**src/rtl/paint_engine.sv**
```systemverilog
// Brush rasteriser: command FIFO feeding a stamp/clear scanner that drives a stallable pixel write port.
// Define CIRCLE_BRUSH_EN for a round brush (pixels outside the disc are skipped); default is a square brush.
module paint_engine #(
  parameter int unsigned X_BITS      = 8,
  parameter int unsigned Y_BITS      = 8,
  parameter int unsigned COLOR_BITS  = 3,
  parameter int unsigned RADIUS_BITS = 2,
  parameter int unsigned CANVAS_W    = 160,
  parameter int unsigned CANVAS_H    = 120,
  parameter int unsigned FIFO_DEPTH  = 4
) (
  input  logic                   clk,
  input  logic                   reset,
  input  logic                   cmd_valid,
  output logic                   cmd_ready,
  input  logic [X_BITS-1:0]      cmd_x,
  input  logic [Y_BITS-1:0]      cmd_y,
  input  logic [COLOR_BITS-1:0]  cmd_color,
  input  logic [RADIUS_BITS-1:0] cmd_radius,
  input  logic                   cmd_clear,
  output logic                   wr_en,
  input  logic                   wr_ready,
  output logic [X_BITS-1:0]      wr_x,
  output logic [Y_BITS-1:0]      wr_y,
  output logic [COLOR_BITS-1:0]  wr_color,
  output logic                   busy
);
  localparam int unsigned PTR_W = $clog2(FIFO_DEPTH);
  localparam int unsigned D_W   = RADIUS_BITS + 1;
  localparam int unsigned CMD_W = 1 + X_BITS + Y_BITS + COLOR_BITS + RADIUS_BITS;
  localparam logic [PTR_W:0]            DEPTH_C = (PTR_W + 1)'(FIFO_DEPTH);
  localparam logic [X_BITS-1:0]         X_LAST  = X_BITS'(CANVAS_W - 1);
  localparam logic [Y_BITS-1:0]         Y_LAST  = Y_BITS'(CANVAS_H - 1);
  localparam logic signed [X_BITS+1:0]  W_S     = (X_BITS + 2)'(CANVAS_W);
  localparam logic signed [Y_BITS+1:0]  H_S     = (Y_BITS + 2)'(CANVAS_H);

  typedef enum logic [1:0] {IDLE, STAMP, CLEAR} state_e;
  state_e state_q, state_d;

  logic [CMD_W-1:0] mem_q [FIFO_DEPTH];
  logic [PTR_W-1:0] rd_ptr_q, rd_ptr_d, wr_ptr_q, wr_ptr_d;
  logic [PTR_W:0]   count_q, count_d;
  logic             push, pop, empty, full;

  logic                   h_clear;
  logic [X_BITS-1:0]      h_x;
  logic [Y_BITS-1:0]      h_y;
  logic [COLOR_BITS-1:0]  h_color;
  logic [RADIUS_BITS-1:0] h_r;

  logic [X_BITS-1:0]       cx_q, cx_d;
  logic [Y_BITS-1:0]       cy_q, cy_d;
  logic [COLOR_BITS-1:0]   color_q, color_d;
  logic [RADIUS_BITS-1:0]  r_q, r_d;
  logic signed [D_W-1:0]   dx_q, dx_d, dy_q, dy_d;
  logic signed [D_W-1:0]   r_s, neg_q, neg_h;
  logic                    wr_en_q, wr_en_d;
  logic [X_BITS-1:0]       wr_x_q, wr_x_d;
  logic [Y_BITS-1:0]       wr_y_q, wr_y_d;
  logic [COLOR_BITS-1:0]   wr_color_q, wr_color_d;
  logic                    pix_adv, stamp_last, clear_last, load_pix, in_disk;
  logic signed [X_BITS+1:0] tx;
  logic signed [Y_BITS+1:0] ty;
`ifdef CIRCLE_BRUSH_EN
  logic signed [2*D_W:0] dxe, dye, re;
`endif

  assign empty = (count_q == '0);
  assign full  = (count_q == DEPTH_C);
  assign push  = cmd_valid && !full;
  assign pop   = (state_q == IDLE) && !empty;
  assign {h_clear, h_x, h_y, h_color, h_r} = mem_q[rd_ptr_q];

  assign r_s        = $signed({1'b0, r_q});
  assign neg_q      = -r_s;
  assign neg_h      = -$signed({1'b0, h_r});
  // A clipped pixel (wr_en low) still consumes one cycle, so it advances unconditionally.
  assign pix_adv    = !wr_en_q || wr_ready;
  assign stamp_last = (dx_q == r_s) && (dy_q == r_s);
  assign clear_last = (wr_x_q == X_LAST) && (wr_y_q == Y_LAST);

  always_comb begin
    rd_ptr_d = pop  ? rd_ptr_q + 1'b1 : rd_ptr_q;
    wr_ptr_d = push ? wr_ptr_q + 1'b1 : wr_ptr_q;
    count_d  = count_q;
    if (push && !pop)      count_d = count_q + 1'b1;
    else if (!push && pop) count_d = count_q - 1'b1;
  end

  always_comb begin
    state_d = state_q;
    case (state_q)
      IDLE:    if (!empty) state_d = h_clear ? CLEAR : STAMP;
      STAMP:   if (pix_adv && stamp_last) state_d = IDLE;
      CLEAR:   if (wr_ready && clear_last) state_d = IDLE;
      default: state_d = IDLE;
    endcase
  end

  // The write registers always hold the pixel currently presented; load_pix loads the next stamp pixel.
  always_comb begin
    cx_d = cx_q; cy_d = cy_q; color_d = color_q; r_d = r_q;
    dx_d = dx_q; dy_d = dy_q;
    wr_en_d = wr_en_q; wr_x_d = wr_x_q; wr_y_d = wr_y_q; wr_color_d = wr_color_q;
    load_pix = 1'b0;
    tx = '0;
    ty = '0;
    in_disk = 1'b1;
`ifdef CIRCLE_BRUSH_EN
    dxe = '0; dye = '0; re = '0;
`endif
    case (state_q)
      IDLE: if (!empty) begin
        if (h_clear) begin
          wr_en_d = 1'b1; wr_x_d = '0; wr_y_d = '0; wr_color_d = '0;
        end else begin
          cx_d = h_x; cy_d = h_y; color_d = h_color; r_d = h_r;
          dx_d = neg_h; dy_d = neg_h;
          load_pix = 1'b1;
        end
      end
      STAMP: if (pix_adv) begin
        if (stamp_last) begin
          wr_en_d = 1'b0;
        end else begin
          if (dx_q == r_s) begin
            dx_d = neg_q;
            dy_d = dy_q + D_W'(1);
          end else begin
            dx_d = dx_q + D_W'(1);
          end
          load_pix = 1'b1;
        end
      end
      CLEAR: if (wr_ready) begin
        if (clear_last) begin
          wr_en_d = 1'b0;
        end else if (wr_x_q == X_LAST) begin
          wr_x_d = '0;
          wr_y_d = wr_y_q + 1'b1;
        end else begin
          wr_x_d = wr_x_q + 1'b1;
        end
      end
      default: ;
    endcase
    if (load_pix) begin
      tx = $signed({2'b00, cx_d}) + (X_BITS + 2)'(dx_d);
      ty = $signed({2'b00, cy_d}) + (Y_BITS + 2)'(dy_d);
`ifdef CIRCLE_BRUSH_EN
      dxe = (2*D_W + 1)'(dx_d);
      dye = (2*D_W + 1)'(dy_d);
      re  = $signed((2*D_W + 1)'(r_d));
      in_disk = (dxe*dxe + dye*dye) <= (re*re + re);
`endif
      wr_en_d    = !tx[X_BITS+1] && (tx < W_S) && !ty[Y_BITS+1] && (ty < H_S) && in_disk;
      wr_x_d     = tx[X_BITS-1:0];
      wr_y_d     = ty[Y_BITS-1:0];
      wr_color_d = color_d;
    end
  end

  always_ff @(posedge clk) begin
    if (push) mem_q[wr_ptr_q] <= {cmd_clear, cmd_x, cmd_y, cmd_color, cmd_radius};
  end

  always_ff @(posedge clk) begin
    if (reset) begin
      state_q <= IDLE;
      rd_ptr_q <= '0; wr_ptr_q <= '0; count_q <= '0;
      cx_q <= '0; cy_q <= '0; color_q <= '0; r_q <= '0;
      dx_q <= '0; dy_q <= '0;
      wr_en_q <= 1'b0; wr_x_q <= '0; wr_y_q <= '0; wr_color_q <= '0;
    end else begin
      state_q <= state_d;
      rd_ptr_q <= rd_ptr_d; wr_ptr_q <= wr_ptr_d; count_q <= count_d;
      cx_q <= cx_d; cy_q <= cy_d; color_q <= color_d; r_q <= r_d;
      dx_q <= dx_d; dy_q <= dy_d;
      wr_en_q <= wr_en_d; wr_x_q <= wr_x_d; wr_y_q <= wr_y_d; wr_color_q <= wr_color_d;
    end
  end

  assign cmd_ready = !full;
  assign busy      = (state_q != IDLE) || !empty;
  assign wr_en     = wr_en_q;
  assign wr_x      = wr_x_q;
  assign wr_y      = wr_y_q;
  assign wr_color  = wr_color_q;
endmodule

```
**config.mk**
```make
export PLATFORM = sky130hd
export DESIGN_NAME = paint_engine
export DESIGN_NICKNAME = d
export VERILOG_FILES = /design/src/rtl/paint_engine.sv
export SDC_FILE = /design/constraint.sdc
export NUM_CORES = 1
export LEC_CHECK = 0
export BUFFER_PORTS_ARGS = -buffer_cell sky130_fd_sc_hd__buf_4
export CAP_MARGIN = 40
export CORE_ASPECT_RATIO = 0.5
export CORE_MARGIN = 2
export CORE_UTILIZATION = 45
export DETAILED_ROUTE_END_ITERATION = 10
export GPL_TIMING_DRIVEN = 0
export PLACE_DENSITY_LB_ADDON = 0.08
export SLEW_MARGIN = 20
export SYNTH_ARGS = -nofsm -noshare
export SYNTH_HDL_FRONTEND = slang
export SYNTH_SLANG_ARGS = --single-unit
export TNS_END_PERCENT = 50
```
**constraint.sdc**
```tcl
create_clock -name clk -period 4.02 [get_ports clk]
set_input_delay 0.402 -clock clk [delete_from_list [all_inputs] [get_ports clk]]
set_output_delay 0.402 -clock clk [all_outputs]
set_load 0.01 [all_outputs]
```
Yosys cells after proc, flatten, opt, wreduce, memory -nomap -nowiden
Memories as Yosys holds them, arrays and structs flattened. A register that Yosys moved wholly into a read port is not among the register bits.
Cells that the tools add are included.
{"block": "classes", "n_reduce_logical": 34, "n_mux": 61, "eq_ne": 19, "bitwise": 2, "add_sub_neg": 12, "magnitude_cmp": 2}
{"op": "$mux W8", "n": 16}
{"op": "$mux W3", "n": 19}
{"op": "$pmux W8 S2", "n": 2}
{"op": "$ne A3 B3 Y1 const B", "n": 8}
{"op": "$add A9 B3 Y10", "n": 2}
{"op": "$add A8 B1 Y8 const B", "n": 2}
{"op": "$mux W1", "n": 13}
{"op": "$mux W2", "n": 6}
{"op": "$pmux W3 S2", "n": 2}
{"op": "$logic_and A1 B1 Y1", "n": 11}
{"op": "$lt A10 B8 Y1 const B", "n": 1}
{"op": "$lt A10 B9 Y1 const B", "n": 1}
{"op": "$reduce_and A3 Y1", "n": 3}
{"op": "$eq A8 B7 Y1 const B", "n": 1}
{"op": "$eq A8 B8 Y1 const B", "n": 1}
{"op": "$reduce_bool A2 Y1", "n": 4}
{"op": "$logic_not A1 Y1", "n": 7}
{"op": "$reduce_and A7 Y1", "n": 1}
{"op": "$add A3 B2 Y3 const B", "n": 2}
{"op": "$eq A3 B3 Y1", "n": 2}
{"op": "$ne A2 B2 Y1 const B", "n": 3}
{"op": "$neg A2 Y3", "n": 2}
{"op": "$pmux W2 S3", "n": 1}
{"op": "$reduce_and A6 Y1", "n": 1}
{"op": "16 further kinds", "n": 19}
{"block": "totals", "word_cells": 145, "regBits": 56, "n_memories": 1, "ram_bits": 88}
{"name": "mem_q", "depth": 4, "width": 22, "rd": 1, "rd_clocked_by_memory_dff": 1, "write_ports": 1, "line": "40", "source": "logic [CMD_W-1:0] mem_q [FIFO_DEPTH];"}

Logic depth before layout (Yosys ltp)
{"block": "logic_depth", "depth_word": 11, "depth_mapped": 20, "ltp_nobuf": 19}

Worst setup path before layout
Ideal clock, no wire load.
{"block": "synth_path", "kind": "reg-to-reg", "startpoint": "reg with a tool-made name", "endpoint": "reg wr_en_q, in the netlist wr_en", "arrival_ns": 4.116, "stages_incl_launch_ff": 16, "setup_time_ns": 0.092, "path_buffers": 1, "slack_ns": -0.188, "cell_sequence": "dfxtp_1 > buf_1 > mux4_2 > inv_1 > ha_1 > a21o_1 > a22o_1 > inv_1 > ha_1 > nor2b_1 > o31a_1 > o31a_1 > or2_2 > a211o_1 > mux2_2 > o32ai_1"}
{"item": "to (signal assigned)", "line": "179", "source": "wr_en_q <= wr_en_d; wr_x_q <= wr_x_d; wr_y_q <= wr_y_d; wr_color_q <= wr_color_d;"}
{"item": "to (decl)", "line": "57", "source": "logic wr_en_q, wr_en_d;"}

==> qor.yml <==
hold_path:
  holdCritPathClass: "in2reg"
  worstHoldStart: "cmd_y[3]"
  hold-path-cell-count: 1
  hold_end: "mem_q[2][8]"
global_routing:
  grt.total_usage_pct: 20.72
  grt_pass1_wl_mm: 25.89
  overflow: 0
  use_met3_pct: 4.994
  grt_use_met1_pct: 30.45
  grt_busiest_layer: "met2"
  antenna_found_initial: 0
  grt_use_met2_pct: 30.96
  grt_max_degree: 23
  grt_pass1_vias: 4655
setup_path:
  start_kind: "flop"
  reg2regPathDepth: 15
  r2r_end: "wr_en"
  critPathMaxFanout: 10
  cp.arrival_ns: 4.21
  path_class: "reg2reg"
  critical_path_required_ns: 4.35
  cp-end-kind: "flop"
  r2r_slack_ns: 0.14
synth:
  synth_ff_type: "edfxtp_1"
  ys_ff_latch: 146
  synth_edf_count: 88
  ys_warn_count: 0
  synthArstFlopShare_pct: 0
  synth.distinct_cells: 64
  synth_area_um2: 7046
  syn_avg_cell_area_um2: 11.78
  netlist_instances: 598
  syn-num-nets: 659
  seq_area_frac_synth_pct: 53.99
clocking:
  hold_buffers: 0
  cts.sinks: 146
  clock_latency_ns: 0.42
  htree_levels: 4
  cts.clk_slew.worst_paths_ns: 0.07
  numCtsBuffers: 17
  cts_tree: "done"
  clockBufferDepth: 2
  cts_root_buffer: "clkbuf_16"
sta:
  setup_viol: 0
  slew_violations: 0
  hold_viol_final: 0
  finalCriticalPeriod_ns: 3.881
  post-route-period-util_pct: 96.55
  max_freq_ghz: 0.2576
  setup_ws_ns: 0.1386
  maxSlewHeadroom_pct: 50.19
  skew_ns: 0.01191
  worst_pin_slew_ns: 0.7472
finish:
  design_area_um2: 8498
  final_common_cell: "edfxtp_1"
  layout_common_cells: "edfxtp_1, nand2_1, buf_4, dfxtp_1, nor2_1"
  antennaDiodeCount: 0
  fillCellCount: 1329
  layoutNonFillerInstCount: 892
  final_net_count: 736
  final_layout_size_suffix_gt1_share_pct: 25.58
  area_delta_synth_final_pct: 20.62
floorplanning:
  core.rowCount: 32
  core_area_um2: 15370
  top_level_ports: 48
  die_w_um: 181.0
  die_h_um: 92.48
  start_util_pct: 45.83
  dieArea_um2: 16730
drt:
  wl_per_cell_um: 18.32
  drcViolationCount: 0
  vias_per_cell: 5.469
  ant_nets: 0
  dr_total_vias: 4878
  first_pass_iters: 5
  drt_wl_total_mm: 16.34
  drt_iter0_markers: 342
place:
  place_area_um2: 7661
  dp_hpwl_mm: 11.29
  place.gp.congestion: 0.8097
  post-place-ws_ns: -0.5513
  port-buffer-count: 47
  dp.cells: 849
power_and_ir_drop:
  leakage_nw: 3.286
  vdd_ir_drop_max_uv: 385.0
  power_density_nw_per_um2: 873.5
run:
  drv_cap: 0
run_status:
  status: "complete, no violations"
-- per-layer routing --
layer  part of all wire (%)  vias to the layer above
met2                     43                      139
met4                   0.62                        0
met1                     51                     2373
li1                       -                     2358
met3                    5.8                        8
met5                      0                        -
-- cell type report --
| class | count | area [um^2] | share of cell area [%] |
|---|---|---|---|
| sequential | 146 | 3807 | 44.80 |
| tap | 204 | 255.2 | 3.004 |
| multi-input combinational | 400 | 3173 | 37.34 |
| inverter | 28 | 107.6 | 1.266 |
| clock buffer | 18 | 429.2 | 5.050 |
| buffer | 22 | 153.9 | 1.811 |
| clock inverter | 14 | 121.4 | 1.428 |
| timing repair buffer | 60 | 450.4 | 5.300 |
-- how the worst max path moves through the flow --
stage	startpoint	endpoint	depth (start not counted)
after detailed placement	state_q[0]	wr_en	17
after global routing	flop	wr_en	14
after global placement	state_q[0]	wr_en	16
final	flop	wr_en	15
after floorplan	flop	wr_en	15
after CTS	flop	wr_en	16
-- per-stage QoR --
| stage | setup TNS, ns | hold slack, ns | utilization, % | total power (W) |
|---|---|---|---|---|
| 6_report | 0 | 0.1735 | 55.27 | 0.007423 |
| 5_1_grt | -0.003131 | 0.1643 | 55.27 | 0.007933 |
| 4_1_cts | 0 | 0.1639 | 54.18 | 0.007203 |
| 3_5_place_dp | -1.377 | 0.4461 | 49.83 | 0.005547 |
| 3_3_place_gp | -1.227 | 0.4449 | 49.80 | 0.005525 |
| 2_1_floorplan | 0 | 0.4327 | - | 0.004584 |
-- Yosys cell counts, types with 3 or more instances --
cell type / instances / area, um^2
edfxtp_1: 88 / 2643
nand2_1: 73 / 274.0
dfxtp_1: 58 / 1161
nor2_1: 45 / 168.9
ha_1: 32 / 400.4
inv_1: 28 / 105.1
a21oi_1: 24 / 120.1
mux4_2: 22 / 495.5
nand3_1: 20 / 100.1
and2_1: 19 / 118.9
o21ai_0: 15 / 75.07
xnor2_1: 15 / 131.4
clkbuf_1: 14 / 52.55
xor2_1: 11 / 96.34
nor3_1: 9 / 45.04
a21o_1: 8 / 60.06
mux2i_1: 7 / 70.07
and3_1: 6 / 37.54
a211oi_2: 5 / 62.56
o211ai_1: 5 / 37.54
a211oi_1: 4 / 30.03
a22o_1: 4 / 35.03
a31oi_1: 4 / 25.02
buf_1: 4 / 15.01
buf_2: 4 / 20.02
nand2b_1: 4 / 25.02
nand4_1: 4 / 25.02
o32ai_1: 4 / 35.03
a22oi_1: 3 / 22.52
a311oi_2: 3 / 45.04
fa_1: 3 / 60.06
nor2b_1: 3 / 18.77
o211a_1: 3 / 30.03
o21a_1: 3 / 22.52
o21bai_1: 3 / 22.52
or3_1: 3 / 18.77
-- power by group --
part,switching (W),total (W),internal [W]
Sequential,0.000205,0.00209,0.00188
Combinational,0.00221,0.00385,0.00164
Clock,0.000678,0.00149,0.000809
Total,0.00309,0.00742,0.00434
-- critical path, stage by stage, from the launching register on --
cell	delay [ns]
dfxtp_4	0.39
mux4_2	0.62
or2_4	0.31
buf_8	0.16
nand2_1	0.07
nand2_1	0.08
ha_2	0.21
inv_1	0.07
fa_2	0.21
nor2b_1	0.06
o31a_1	0.27
o31a_1	0.25
or2_2	0.29
a211o_1	0.28
mux2_2	0.27
o32ai_1	0.24
-- state kept, by name, indices dropped and copies added (netlist names), 2 cells and up, named ones only --
signal,cells
cx_q,8
rd_ptr_q,2
cy_q,8
state_q,2
wr_ptr_q,2
dx_q,3
wr_x,8
color_q,3
count_q,3
wr_color,3
r_q,2
dy_q,3
mem_q,88
wr_y,8
-- cell families (layout without fill, tap and decap cells) --
family	count (synthesis)	in the layout	share of synthesized area [%]
flip-flops	146	146	53.99
AND/OR/NAND/NOR	201	201	13.51
adder cells (fa/ha/maj)	35	35	6.535
AO/OA/AOI/OAI	108	108	11.54
XOR/XNOR	26	26	3.232
buffers and inverters	52	142	3.001
multiplexers	30	30	8.187
-- what timing repair did --
action / 4_1_cts / 5_1_grt
hold endpoints to repair: 0 / 0
pin swaps: 3 / 4
resized for setup: 26 / 30
setup buffers: 5 / 8
setup endpoints to repair: 6 / 5
Power figures use the tool's default switching activity.
